### config.mk
export PLATFORM = sky130hd
export DESIGN_NAME = burst_delay_tx
export DESIGN_NICKNAME = d
export VERILOG_FILES = /design/src/rtl/afg_burst_pkg.sv /design/src/rtl/burst_gap_timer.sv /design/src/rtl/burst_delay_tx.sv
export SDC_FILE = /design/constraint.sdc
export NUM_CORES = 1
export LEC_CHECK = 0
export ABC_AREA = 1
export CORE_MARGIN = 5
export CORE_UTILIZATION = 29
export DETAILED_ROUTE_END_ITERATION = 16
export GPL_TIMING_DRIVEN = 0
export RECOVER_POWER = 25
export SLEW_MARGIN = 20
export SYNTH_ARGS = -nofsm -noshare
export SYNTH_HDL_FRONTEND = slang
export SYNTH_SLANG_ARGS = --single-unit
### constraint.sdc
create_clock -name Clock -period 5.3 [get_ports Clock]
set_clock_uncertainty 0.1 [all_clocks]
set_input_delay 1.325 -clock Clock [delete_from_list [all_inputs] [get_ports Clock]]
set_output_delay 1.325 -clock Clock [all_outputs]
set_load 0.005 [all_outputs]
### src/rtl/afg_burst_pkg.sv
// Shared types and burst-word layout for the AFG burst delay datapath.
// Used by both the burst transmitter and the capture/delay side.
package afg_burst_pkg;

    typedef enum logic [1:0] {
        IDLE = 2'd0,
        SEND = 2'd1,
        GAP  = 2'd2
    } state_t;

    localparam int FIRST_BIT = 33;
    localparam int LAST_BIT  = 32;
    localparam int DATA_W    = 32;
    localparam int BURST_W   = 34;

endpackage

### src/rtl/burst_gap_timer.sv
// Loadable down-counter with a zero flag.
// Paces the idle gap between repeated bursts.
module burst_gap_timer #(
    parameter int W = 16
) (
    input  logic         Clock,
    input  logic         Reset,
    input  logic         clear,
    input  logic         load,
    input  logic [W-1:0] load_val,
    input  logic         dec,
    output logic         zero
);

    logic [W-1:0] cnt;

    always_ff @(posedge Clock) begin
        if (!Reset) begin
            cnt <= '0;
        end else if (clear) begin
            cnt <= '0;
        end else if (load) begin
            cnt <= load_val;
        end else if (dec && cnt != '0) begin
            cnt <= cnt - 1'b1;
        end
    end

    assign zero = (cnt == '0);

endmodule

### src/rtl/burst_delay_tx.sv
// Burst word transmitter: frames upstream samples into first/last
// tagged 34-bit words and paces repeated bursts with an idle gap.
module burst_delay_tx
    import afg_burst_pkg::*;
#(
    parameter int LEN_W = 16,
    parameter int GAP_W = 16,
    parameter int REP_W = 8
) (
    input  logic               Clock,
    input  logic               Reset,
    input  logic               Start,
    input  logic               Abort,
    input  logic [LEN_W-1:0]   Burst_Len,
    input  logic [GAP_W-1:0]   Gap,
    input  logic [REP_W-1:0]   Reps,
    input  logic [DATA_W-1:0]  Src_Data,
    input  logic               Src_Valid,
    output logic               Src_Ready,
    output logic [BURST_W-1:0] Dout,
    output logic               EN,
    output logic               Busy,
    output logic               Done
);

    state_t             state, state_n;
    logic [LEN_W-1:0]   len_q, word_cnt;
    logic [GAP_W-1:0]   gap_q;
    logic [REP_W-1:0]   reps_q, rep_cnt;
    logic [BURST_W-1:0] dout_q;
    logic               en_q, done_q;

    logic xfer, last_word, start_ok, zero_len, fin, load_gap, gap_zero;

    assign Src_Ready = (state == SEND);
    assign Busy      = (state != IDLE);
    assign Dout      = dout_q;
    assign EN        = en_q;
    assign Done      = done_q;

    assign last_word = (word_cnt == len_q - 1'b1);

    always_comb begin
        state_n  = state;
        xfer     = 1'b0;
        start_ok = 1'b0;
        zero_len = 1'b0;
        fin      = 1'b0;
        load_gap = 1'b0;
        if (Abort) begin
            state_n = IDLE;
        end else begin
            unique case (state)
                IDLE: begin
                    if (Start) begin
                        if (Burst_Len != '0) begin
                            start_ok = 1'b1;
                            state_n  = SEND;
                        end else begin
                            zero_len = 1'b1;
                        end
                    end
                end
                SEND: begin
                    xfer = Src_Valid;
                    if (Src_Valid && last_word) begin
                        if (rep_cnt == reps_q) begin
                            fin     = 1'b1;
                            state_n = IDLE;
                        end else if (gap_q != '0) begin
                            load_gap = 1'b1;
                            state_n  = GAP;
                        end
                    end
                end
                GAP: begin
                    if (gap_zero) state_n = SEND;
                end
                default: state_n = IDLE;
            endcase
        end
    end

    always_ff @(posedge Clock) begin
        if (!Reset) begin
            state    <= IDLE;
            len_q    <= '0;
            gap_q    <= '0;
            reps_q   <= '0;
            word_cnt <= '0;
            rep_cnt  <= '0;
            dout_q   <= '0;
            en_q     <= 1'b0;
            done_q   <= 1'b0;
        end else begin
            state  <= state_n;
            en_q   <= xfer;
            done_q <= fin | zero_len;
            if (xfer) begin
                dout_q[FIRST_BIT]    <= (word_cnt == '0);
                dout_q[LAST_BIT]     <= last_word;
                dout_q[DATA_W-1:0]   <= Src_Data;
            end
            if (Abort) begin
                word_cnt <= '0;
                rep_cnt  <= '0;
            end else if (start_ok) begin
                len_q    <= Burst_Len;
                gap_q    <= Gap;
                reps_q   <= Reps;
                word_cnt <= '0;
                rep_cnt  <= '0;
            end else if (xfer) begin
                if (last_word) begin
                    word_cnt <= '0;
                    // wraps to zero only on the final burst, so all-ones Reps is safe
                    rep_cnt  <= fin ? '0 : rep_cnt + 1'b1;
                end else begin
                    word_cnt <= word_cnt + 1'b1;
                end
            end
        end
    end

    burst_gap_timer #(
        .W(GAP_W)
    ) u_gap_timer (
        .Clock    (Clock),
        .Reset    (Reset),
        .clear    (Abort),
        .load     (load_gap),
        .load_val (gap_q - 1'b1),
        .dec      (state == GAP),
        .zero     (gap_zero)
    );

endmodule
==> flow_summary.toml <==
[placement]
routabilityCongestion = 0.889
dp.cells = 1338
place_area_um2 = 7790
dpl.hpwl_um = 14200
portBuffers = 114

[timing]
report.final.slew_viol_count = 0
worstMarginPinSlew_ps = 584
tns_ps = 0
slew_headroom = 0.610
min_period_over_period = 0.730
final.min_clock_period_ps = 3870
rsz0062_at_grt = "false"
finalHoldViolations = 0
final-setup-viol-count = 0
fmax_mhz = 259

[clock_network]
cts_sinks = 118
cts_max_level = 4
ctsHoldBuffers = 0
cts.clk_slew.worst_paths_ps = 50
cts_buffers = 17
clock_path_buffers = 2
clk_latency_ps = 410
cts_tree = "built"
cts_setup_buffers = 0
cts_resized = 0
cts_root_buffer = "clkbuf_16"

[drt]
wl_per_cell_um = 13.4
first_pass_iters = 5
drt_wl_total_um = 18400
drc_errors = 0
drtIter0Drc = 455
vias = 6305
drtAntennaViolNets = 0
viasPerCell = 4.60

[synthesis]
yosys_warnings = 0
synth-seq-cells = 118
syn_inst = 944
syn_nets = 1026
synth_top_area_cell = "dfxtp_1"
synthAdderAreaFrac = 0.00993
synth_top_family_by_area = "simple AND/OR/NAND/NOR gates"
synth.yosys.seq_area_share = 0.375
synthMuxAreaShare = 0
synth_simple_gate_area_share = 0.365
syn_area_per_cell_um2 = 6.67
synth_cell_types = 40
synth_top_cell_area_share = 0.375
async_flop_share = 0
synth-xor-area-share = 0.0236
synth_area_leaders = "dfxtp_1 37%, nor2_1 11%, nand2_1 10%"
syn_area_um2 = 6300
synth_compound_area_frac = 0.138
synth_edf_count = 0
synth_ff_type = "dfxtp_1"

[global_route]
grt_max_degree = 17
grt_pass1_wl_um = 30200
grt_antenna_before_repair = 0
grt_use_total = 0.153
grt_pass1_vias = 6020
overflow = 0

[layout]
fin_cells = 1370
antenna_cells = 0
fin_area_um2 = 8380
final_nets = 1159
layout-drive-gt1-share = 0.0807
fillers = 2299
syn_to_final_growth_pct = 33.0

[setup_path]
r2r_start = "len_q[0]"
critical_path_class = "in -> reg"
cp_max_fo = 10
startpoint_type = "input pin"
r2r-end = "u_gap_timer.cnt[14]"
cp.arrival_ps = 4120
reg2regPathDepth = 21
critPathRequiredTime_ps = 5560
critPathCaptureType = "flip-flop"
reg2reg_slack_ps = 1930

[power_and_ir_drop]
p_comb_frac = 0.137
vdd_drop_max_mv = 0.203
power.internal_mw = 1.80
p_clk_frac = 0.475
powerDensity_nw_per_um2 = 290
p_switching_uw = 629
leakage_nw = 3.82
switching_share = 0.259
pwr-share-seq = 0.388

[hold_path]
min_path_type = "reg -> reg"
min-delay-start = "Dout[6]"
hold_end = "Dout[6]"
min_path_cells = 2

[floorplan]
io_pins = 115
rows = 54
die_width_um = 157
dieArea_um2 = 24800
initial_core_util = 0.291
fp.dieH_um = 157
core-area_um2 = 21600

[flow_run]
drv_cap = 0

[run_status]
status = "finished, final reports clean"
## critical path: stages
cell             delay [ps]
clkdlybuf4s50_1         420
nor4_1                  520
nand4_1                 270
nand2_1                 340
inv_2                   180
nor2_1                  340
nand2_1                 150
clkbuf_1                260
a21oi_1                 160
o21ai_0                 100
inv_1                    60
## metrics by stage
| step | hold slack [ps] | setup slack, ps | util | total power, mW |
|---|---|---|---|---|
| 6_report | 372 | 1430 | 0.388 | 2.43 |
| 5_1_grt | 394 | 1150 | 0.388 | 2.55 |
| 4_1_cts | 378 | 1430 | 0.388 | 2.46 |
| 3_5_place_dp | 368 | 996 | 0.360 | 1.30 |
| 3_3_place_gp | 360 | 983 | 0.360 | 1.29 |
| 2_1_floorplan | 344 | 2050 | - | 1.16 |
## synthesized netlist by cell type (2+ instances only)
library cell	count
nor3_1	15
inv_2	6
inv_1	107
nand3b_1	3
nand2_2	7
o21ai_2	4
nor3b_1	5
o21ai_4	5
buf_2	2
o21ai_0	94
nor3_2	2
nand2_4	4
nand2_1	175
nand4_1	18
nor4_1	15
nand3_2	3
ha_1	5
a211oi_1	3
a21oi_1	35
nor2_8	2
xor2_1	11
o211ai_1	3
xnor2_1	6
buf_1	2
nor2_4	4
or2_1	3
clkbuf_1	23
or2_2	4
nand3_1	46
dfxtp_1	118
nor2_1	185
o21ai_1	6
buf_6	3
nor2_2	14
## metal layers
layer / vias up / track usage / wire [µm]
met5: - / 0 / 0
met4: 0 / 0.0643 / 464
met3: 27 / 0.0319 / 826
met2: 149 / 0.243 / 8170
met1: 2820 / 0.202 / 8950
li1: 3309 / - / -
## cell usage in the layout, fill, tap and decap left out, types with 3 or more instances in the layout
master / synthesis / layout
or2_2: 4 / 4
o21ai_0: 94 / 94
o21ai_1: 6 / 6
nand4_1: 18 / 18
nor2_4: 4 / 4
clkbuf_1: 23 / 28
nand3_1: 46 / 46
a211oi_1: 3 / 3
xnor2_1: 6 / 6
xor2_1: 11 / 11
nand2_4: 4 / 4
or2_1: 3 / 3
nor3_1: 15 / 15
nand2_2: 7 / 7
clkbuf_8: 0 / 4
o21ai_2: 4 / 4
ha_1: 5 / 5
buf_6: 3 / 3
inv_2: 6 / 6
clkinvlp_4: 0 / 3
o21ai_4: 5 / 5
nor2_1: 185 / 185
nor3b_1: 5 / 5
nand3b_1: 3 / 3
nand3_2: 3 / 3
nand2_1: 175 / 175
nor2_2: 14 / 14
a21oi_1: 35 / 35
dfxtp_1: 118 / 118
o211ai_1: 3 / 3
clkbuf_16: 0 / 17
inv_1: 107 / 107
nor4_1: 15 / 15
clkdlybuf4s50_1: 0 / 77
dlygate4sd3_1: 0 / 37
## state kept, by name, indices dropped and copies added, names as in the netlist
name and count:
Dout 34, gap_q 16, len_q 16, u_gap_timer.cnt 16, word_cnt 16, rep_cnt 8
reps_q 8, state 2, Done 1, EN 1
## kinds of logic after synthesis
group	Yosys count
buffers and inverters	143
DFF	118
and+or+nand+nor	507
adders and majority gates	5
xor gates and xnor gates	17
AOI/OAI and AO/OA	154
## power by group through the flow
stage / logic (mW) / clock network (mW) / registers [mW]
after floorplan: 0.205 / 0 / 0.957
after global placement: 0.332 / 0 / 0.963
after detailed placement: 0.334 / 0 / 0.963
after CTS: 0.335 / 1.18 / 0.944
after global routing: 0.376 / 1.22 / 0.947
final: 0.333 / 1.16 / 0.944
## area by class of cell
type	count	area [µm²]	share of cell area
clock inverters	6	91.3	0.0109
repair buffers	114	1140	0.136
flip-flops and latches	118	2360	0.282
well taps	280	350	0.0418
plain buffers	30	138	0.0164
multi-input cells	683	3380	0.403
inverters	113	424	0.0506
clock buffers	26	499	0.0596
## worst max-delay path by stage
stage          slack [ps]           from                   to  depth (start not counted)
2_1_floorplan        2050          Abort  u_gap_timer.cnt[14]                         14
3_5_place_dp         1000  Burst_Len[15]         word_cnt[14]                         11
5_1_grt              1150  Burst_Len[15]         word_cnt[14]                         11
6_report             1430   Burst_Len[0]         word_cnt[14]                         11
3_3_place_gp          980   Burst_Len[0]         word_cnt[14]                         11
4_1_cts              1430  Burst_Len[15]         word_cnt[14]                         11
No activity file was read; power rests on OpenSTA's default activity.
==> patch 1, RTL diff (config.mk and constraints unchanged) <==
Set the parameter `REP_W` to 6 (it was 8).
--- a/src/rtl/burst_delay_tx.sv
+++ b/src/rtl/burst_delay_tx.sv
@@ -6,5 +6,5 @@
     parameter int LEN_W = 16,
     parameter int GAP_W = 16,
-    parameter int REP_W = 8
+    parameter int REP_W = 6
 ) (
     input  logic               Clock,
Interface: changed (resized Reps); port bits go from 115 to 113. The function was not compared with the original's and may differ.
==> patch 1 against the original RTL <==
Sequential share of layout area shrank 0.66 points; synthesized area shrank 0.66%; power shrank 3.0%; clock power shrank 3%; maximum frequency shrank 1.6%; sequential cell count shrank 4; cell area shrank 1.1%; setup slack lost 0.062 ns; synthesized cell count grew 1.2%; routed wire length grew 6.5%; via count grew 2.7%; critical path type unchanged.
==> patch 1: results (changes against the original RTL) <==
Max IR drop VDD 0.219 mV (+8.1%); total track usage 16.2% (+0.95 points); top cells by count, synth sky130_fd_sc_hd__nand2_1, sky130_fd_sc_hd__nor2_1, sky130_fd_sc_hd__dfxtp_1; share of post-route cells with drive strength above 1 9.20% (+1.1 points); Nets 1165 (+0.52%); Crit. Startpoint Abort; compound-gate portion of the synthesized area 13.0% (-0.73 points); Switching Share 29.0% (+3.1 points); area share of xor/xnor cells in the synthesized design 2.24% (-0.12 points); Final GP Congestion 0.912 (+2.6%); timing-limited maximum frequency 254 MHz (-1.6%); critical path's largest stage delay 0.48 ns (-0.04 ns); synth top area cells sky130_fd_sc_hd__dfxtp_1, sky130_fd_sc_hd__nand2_1, sky130_fd_sc_hd__nor2_1, sky130_fd_sc_hd__o21ai_0, sky130_fd_sc_hd__inv_1; global-route wire length before repair 31.8 mm (+5.1%); arrival time worst endpoint 4.14 ns (+0.02 ns); setup slack at placement 1.03 ns (+0.0308 ns); Critical-path top delay cell sky130_fd_sc_hd__clkdlybuf4s50_1; result of the run completed; ratio of routed vias to standard cells 4.72 (+2.5%); Worst Hold Path Cells 2 (unchanged); number of distinct library cells after synthesis 43 (+7.5%); total routed wirelength 19.6 mm (+6.5%); Hold Crit Endpoint reps_q[2]; initial DRC count 369 (-19%); leakage 3.82 nW (+0.20%); sequential share of power 38.5% (-0.3 points); cell count of the worst reg-to-reg path 20 (-4.8%); start point of the worst min-delay path reps_q[2]; Synth Net Count 1035 (+0.88%); max_slew headroom 56.9% (-4.1 points); CTS clk-pin slew, worst paths 0.06 ns; port bufs 111 (-2.6%); Fillers 2209 (-3.9%); portion of the post-synthesis area used by sequential elements 36.5% (-1.0 points); via count of the first global-routing pass 6143 (+2.0%); placement-stage cell area 7710 um^2 (-1.0%); HPWL reported at the end of detailed placement 15.1 mm (+6.0%)
patch 1: area by class of cell:
| cell class | instances | share of cell area (%) |
|---|---|---|
| Buffer | 31 | 1.58 |
| Clock buffer | 17 | 5.13 |
| Multi-Input combinational cell | 698 | 41.3 |
| Timing Repair Buffer | 111 | 13.4 |
| Tap cell | 275 | 4.15 |
| Clock inverter | 15 | 1.84 |
| Sequential cell | 114 | 27.5 |
| Inverter | 112 | 5.07 |
patch 1: per-layer routing:
layer | part of all wire (%) | vias to the layer above | GRT usage (%)
met5 | 0 | - | 0
met4 | 1.4 | 0 | 4.59
met3 | 8.1 | 22 | 5.33
met2 | 41 | 194 | 23.4
met1 | 49 | 2921 | 23.2
li1 | - | 3340 | -
patch 1: metrics by stage:
step | power [W] | hold WS (ns) | std cells
after CTS | 0.00238 | 0.369 | 1373
after global placement | 0.00126 | 0.355 | 1341
after detailed placement | 0.00126 | 0.359 | 1341
after floorplan | 0.00112 | 0.339 | 955
final | 0.00236 | 0.367 | 1373
after global routing | 0.00247 | 0.398 | 1373
==> patch 2, RTL diff (config.mk and constraints unchanged) <==
Made on the original files. The 3 states of `state_t` get a one-hot encoding in 3 bits.
--- a/src/rtl/afg_burst_pkg.sv
+++ b/src/rtl/afg_burst_pkg.sv
@@ -3,8 +3,8 @@
 package afg_burst_pkg;
 
-    typedef enum logic [1:0] {
-        IDLE = 2'd0,
-        SEND = 2'd1,
-        GAP  = 2'd2
+    typedef enum logic [2:0] {
+        IDLE = 3'b001,
+        SEND = 3'b010,
+        GAP  = 3'b100
     } state_t;
 
Check against the original RTL: same outputs for any inputs over 4 cycles, from zero or initial values and one cycle with Reset low; so few cycles prove little.
==> patch 2 against the original RTL <==
Sequential power grew 0.8%; critical path type unchanged; routed wire length rose by 3.1%; critical endpoint is now u_gap_timer.cnt[8]; critical path depth grew 5; synthesized cell count increased by 0.32%; sequential cell count is 1 higher; cell area rose by 1.6%; die area is 1.3% higher; count of clock-buffer cells in the layout fell by 5; power is 4.7% higher; synthesized area increased by 1.4%; combinational power up 5%; setup slack worse by 0.029 ns.
==> patch 2: results (changes against the original RTL) <==
result of the run completed; initial antenna violation count 0 (unchanged); Max IR drop VDD 0.212 mV (+4.7%); multi-input gate area in the final layout 3400 um^2 (+0.74%); Final GP Congestion 0.886 (-0.35%); Fillers 2333 (+1.5%); flip-flop count of the largest register after layout 34 (unchanged); global-route wire length before repair 31.1 mm (+2.9%); leakage 3.89 nW (+2.0%); average detailed-routed wire length per instance 13.8 um (+2.9%); design internal power 0.00189 W (+4.9%); Critical Path Fanout Max 10 (unchanged); deepest clock path buffer count 2 (unchanged); total iterations of the first detailed-routing run 5 (unchanged); count of flip-flops and latches 119 (+0.85%); slew at the pin with the worst max-slew slack 0.603 ns (+0.0183 ns); largest net degree at the start of global routing 17 (unchanged); CTS-repair resized insts 0 (unchanged); number of distinct library cells after synthesis 47 (+18%); cts bufs inserted 17 (unchanged); top cells by count, synth sky130_fd_sc_hd__nor2_1, sky130_fd_sc_hd__nand2_1, sky130_fd_sc_hd__dfxtp_1; Non-clk bufs 147 (+2.1%); Synth Net Count 1029 (+0.29%); worst min-delay path category reg2reg; total track usage 15.6% (+0.34 points); start point of the worst min-delay path gap_q[13]; clk tree area frac 7.53% (+0.49 points); arrival time worst endpoint 4.11 ns (about the same); CTS clk-pin slew, worst paths roughly 0.06 ns; HPWL reported at the end of detailed placement 14.7 mm (+3.0%); register share of the cell area 28.0% (-0.22 points); Crit. Startpoint Abort; via count of the first global-routing pass 6048 (+0.47%); clock buf count 21 (-19%); antenna diode count 0 (unchanged); post-CTS setup buffer count 0 (unchanged); Nets 1162 (+0.26%); comb_multi_in 673 (-1.5%); non-clk buf share 15.1% (-0.16 points); port bufs 114 (unchanged); clk_lat worst skew 0.42 ns; root buffer cell sky130_fd_sc_hd__clkbuf_16; H-Tree Level Count 4 (unchanged); vias post-DR 6385 (+1.3%); portion of the post-synthesis area used by sequential elements 37.3% (-0.19 points); Reg-to-Reg Start len_q[0]; initial DRC count 364 (-20%); share of post-route cells with drive strength above 1 10.2% (+2.2 points); synth top area cells sky130_fd_sc_hd__dfxtp_1, sky130_fd_sc_hd__nor2_1, sky130_fd_sc_hd__nand2_1, sky130_fd_sc_hd__o21ai_0, sky130_fd_sc_hd__inv_1; number of warnings reported in the yosys synthesis log 0 (unchanged); inverters 122 (+8.0%)
patch 2: changes by cell type after synthesis, sizes merged, moves of 7 or more:
| cell | change |
|---|---|
| nand4 | +8 |
| nor2 | -15 |
| nand3 | +7 |
| o21ai | -9 |
| inv | +8 |
| nand2 | -11 |
patch 2: power groups by stage:
stage                     Sequential [W]  Combinational (W)  Clock, W
final                           0.000952           0.000348   0.00125
after global placement          0.000970           0.000346         0
after detailed placement        0.000970           0.000348         0
after CTS                       0.000951           0.000350   0.00127
after floorplan                 0.000963           0.000225         0
after global routing            0.000955           0.000395   0.00132
patch 2: stage by stage:
step	setup WS, ns	instances	utilization [%]	area (um^2)	hold WS [ns]
detailed placement	1.03	1341	36.2	7880	0.370
global route	1.25	1373	39.2	8520	0.408
finish	1.40	1373	39.2	8520	0.375
floorplan	2.01	947	-	6390	0.344
CTS	1.45	1373	39.2	8520	0.379
global placement	1.08	1341	36.2	7880	0.363
patch 2: cell families (layout without fill, tap and decap cells):
family	count (synthesis)	count (layout)	synth area share, %
adders and majority gates	5	5	0.980
buffers and inverters	155	301	9.44
DFF	119	119	37.3
AOI/OAI and AO/OA	157	157	13.6
and+or+nand+nor	496	496	36.6
xor gates and xnor gates	15	15	2.06
patch 2: worst paths after layout:
| check | cells past startpoint | slack, ns | to |
|---|---|---|---|
| setup / recovery | 16 | 1.40 | u_gap_timer.cnt[8] |
| hold / removal | 2 | 0.37 | gap_q[13] |
| setup reg to reg | 21 | 1.83 | u_gap_timer.cnt[8] |
| hold reg to reg | 2 | 0.37 | gap_q[13] |
patch 2: critical path, cell delays in order:
cell                              delay, ns
sky130_fd_sc_hd__clkdlybuf4s50_1       0.49
sky130_fd_sc_hd__nor2_4                0.18
sky130_fd_sc_hd__nand2_1               0.07
sky130_fd_sc_hd__nor2_1                0.29
sky130_fd_sc_hd__nand4_1               0.20
sky130_fd_sc_hd__buf_6                 0.20
sky130_fd_sc_hd__o21ai_4               0.17
sky130_fd_sc_hd__ha_1                  0.17
sky130_fd_sc_hd__inv_1                 0.05
sky130_fd_sc_hd__nor2_2                0.17
sky130_fd_sc_hd__inv_1                 0.10
sky130_fd_sc_hd__nor2_1                0.21
sky130_fd_sc_hd__nand2_1               0.12
sky130_fd_sc_hd__xor2_1                0.16
sky130_fd_sc_hd__o21bai_1              0.13
sky130_fd_sc_hd__inv_1                 0.05
patch 2: metal layers:
| layer | track usage (%) | up-vias | routed length (um) |
|---|---|---|---|
| met5 | 0 | - | 0 |
| li1 | - | 3338 | - |
| met1 | 20.4 | 2878 | 8900 |
| met2 | 24.5 | 149 | 8430 |
| met3 | 5.00 | 20 | 1360 |
| met4 | 5.32 | 0 | 286 |
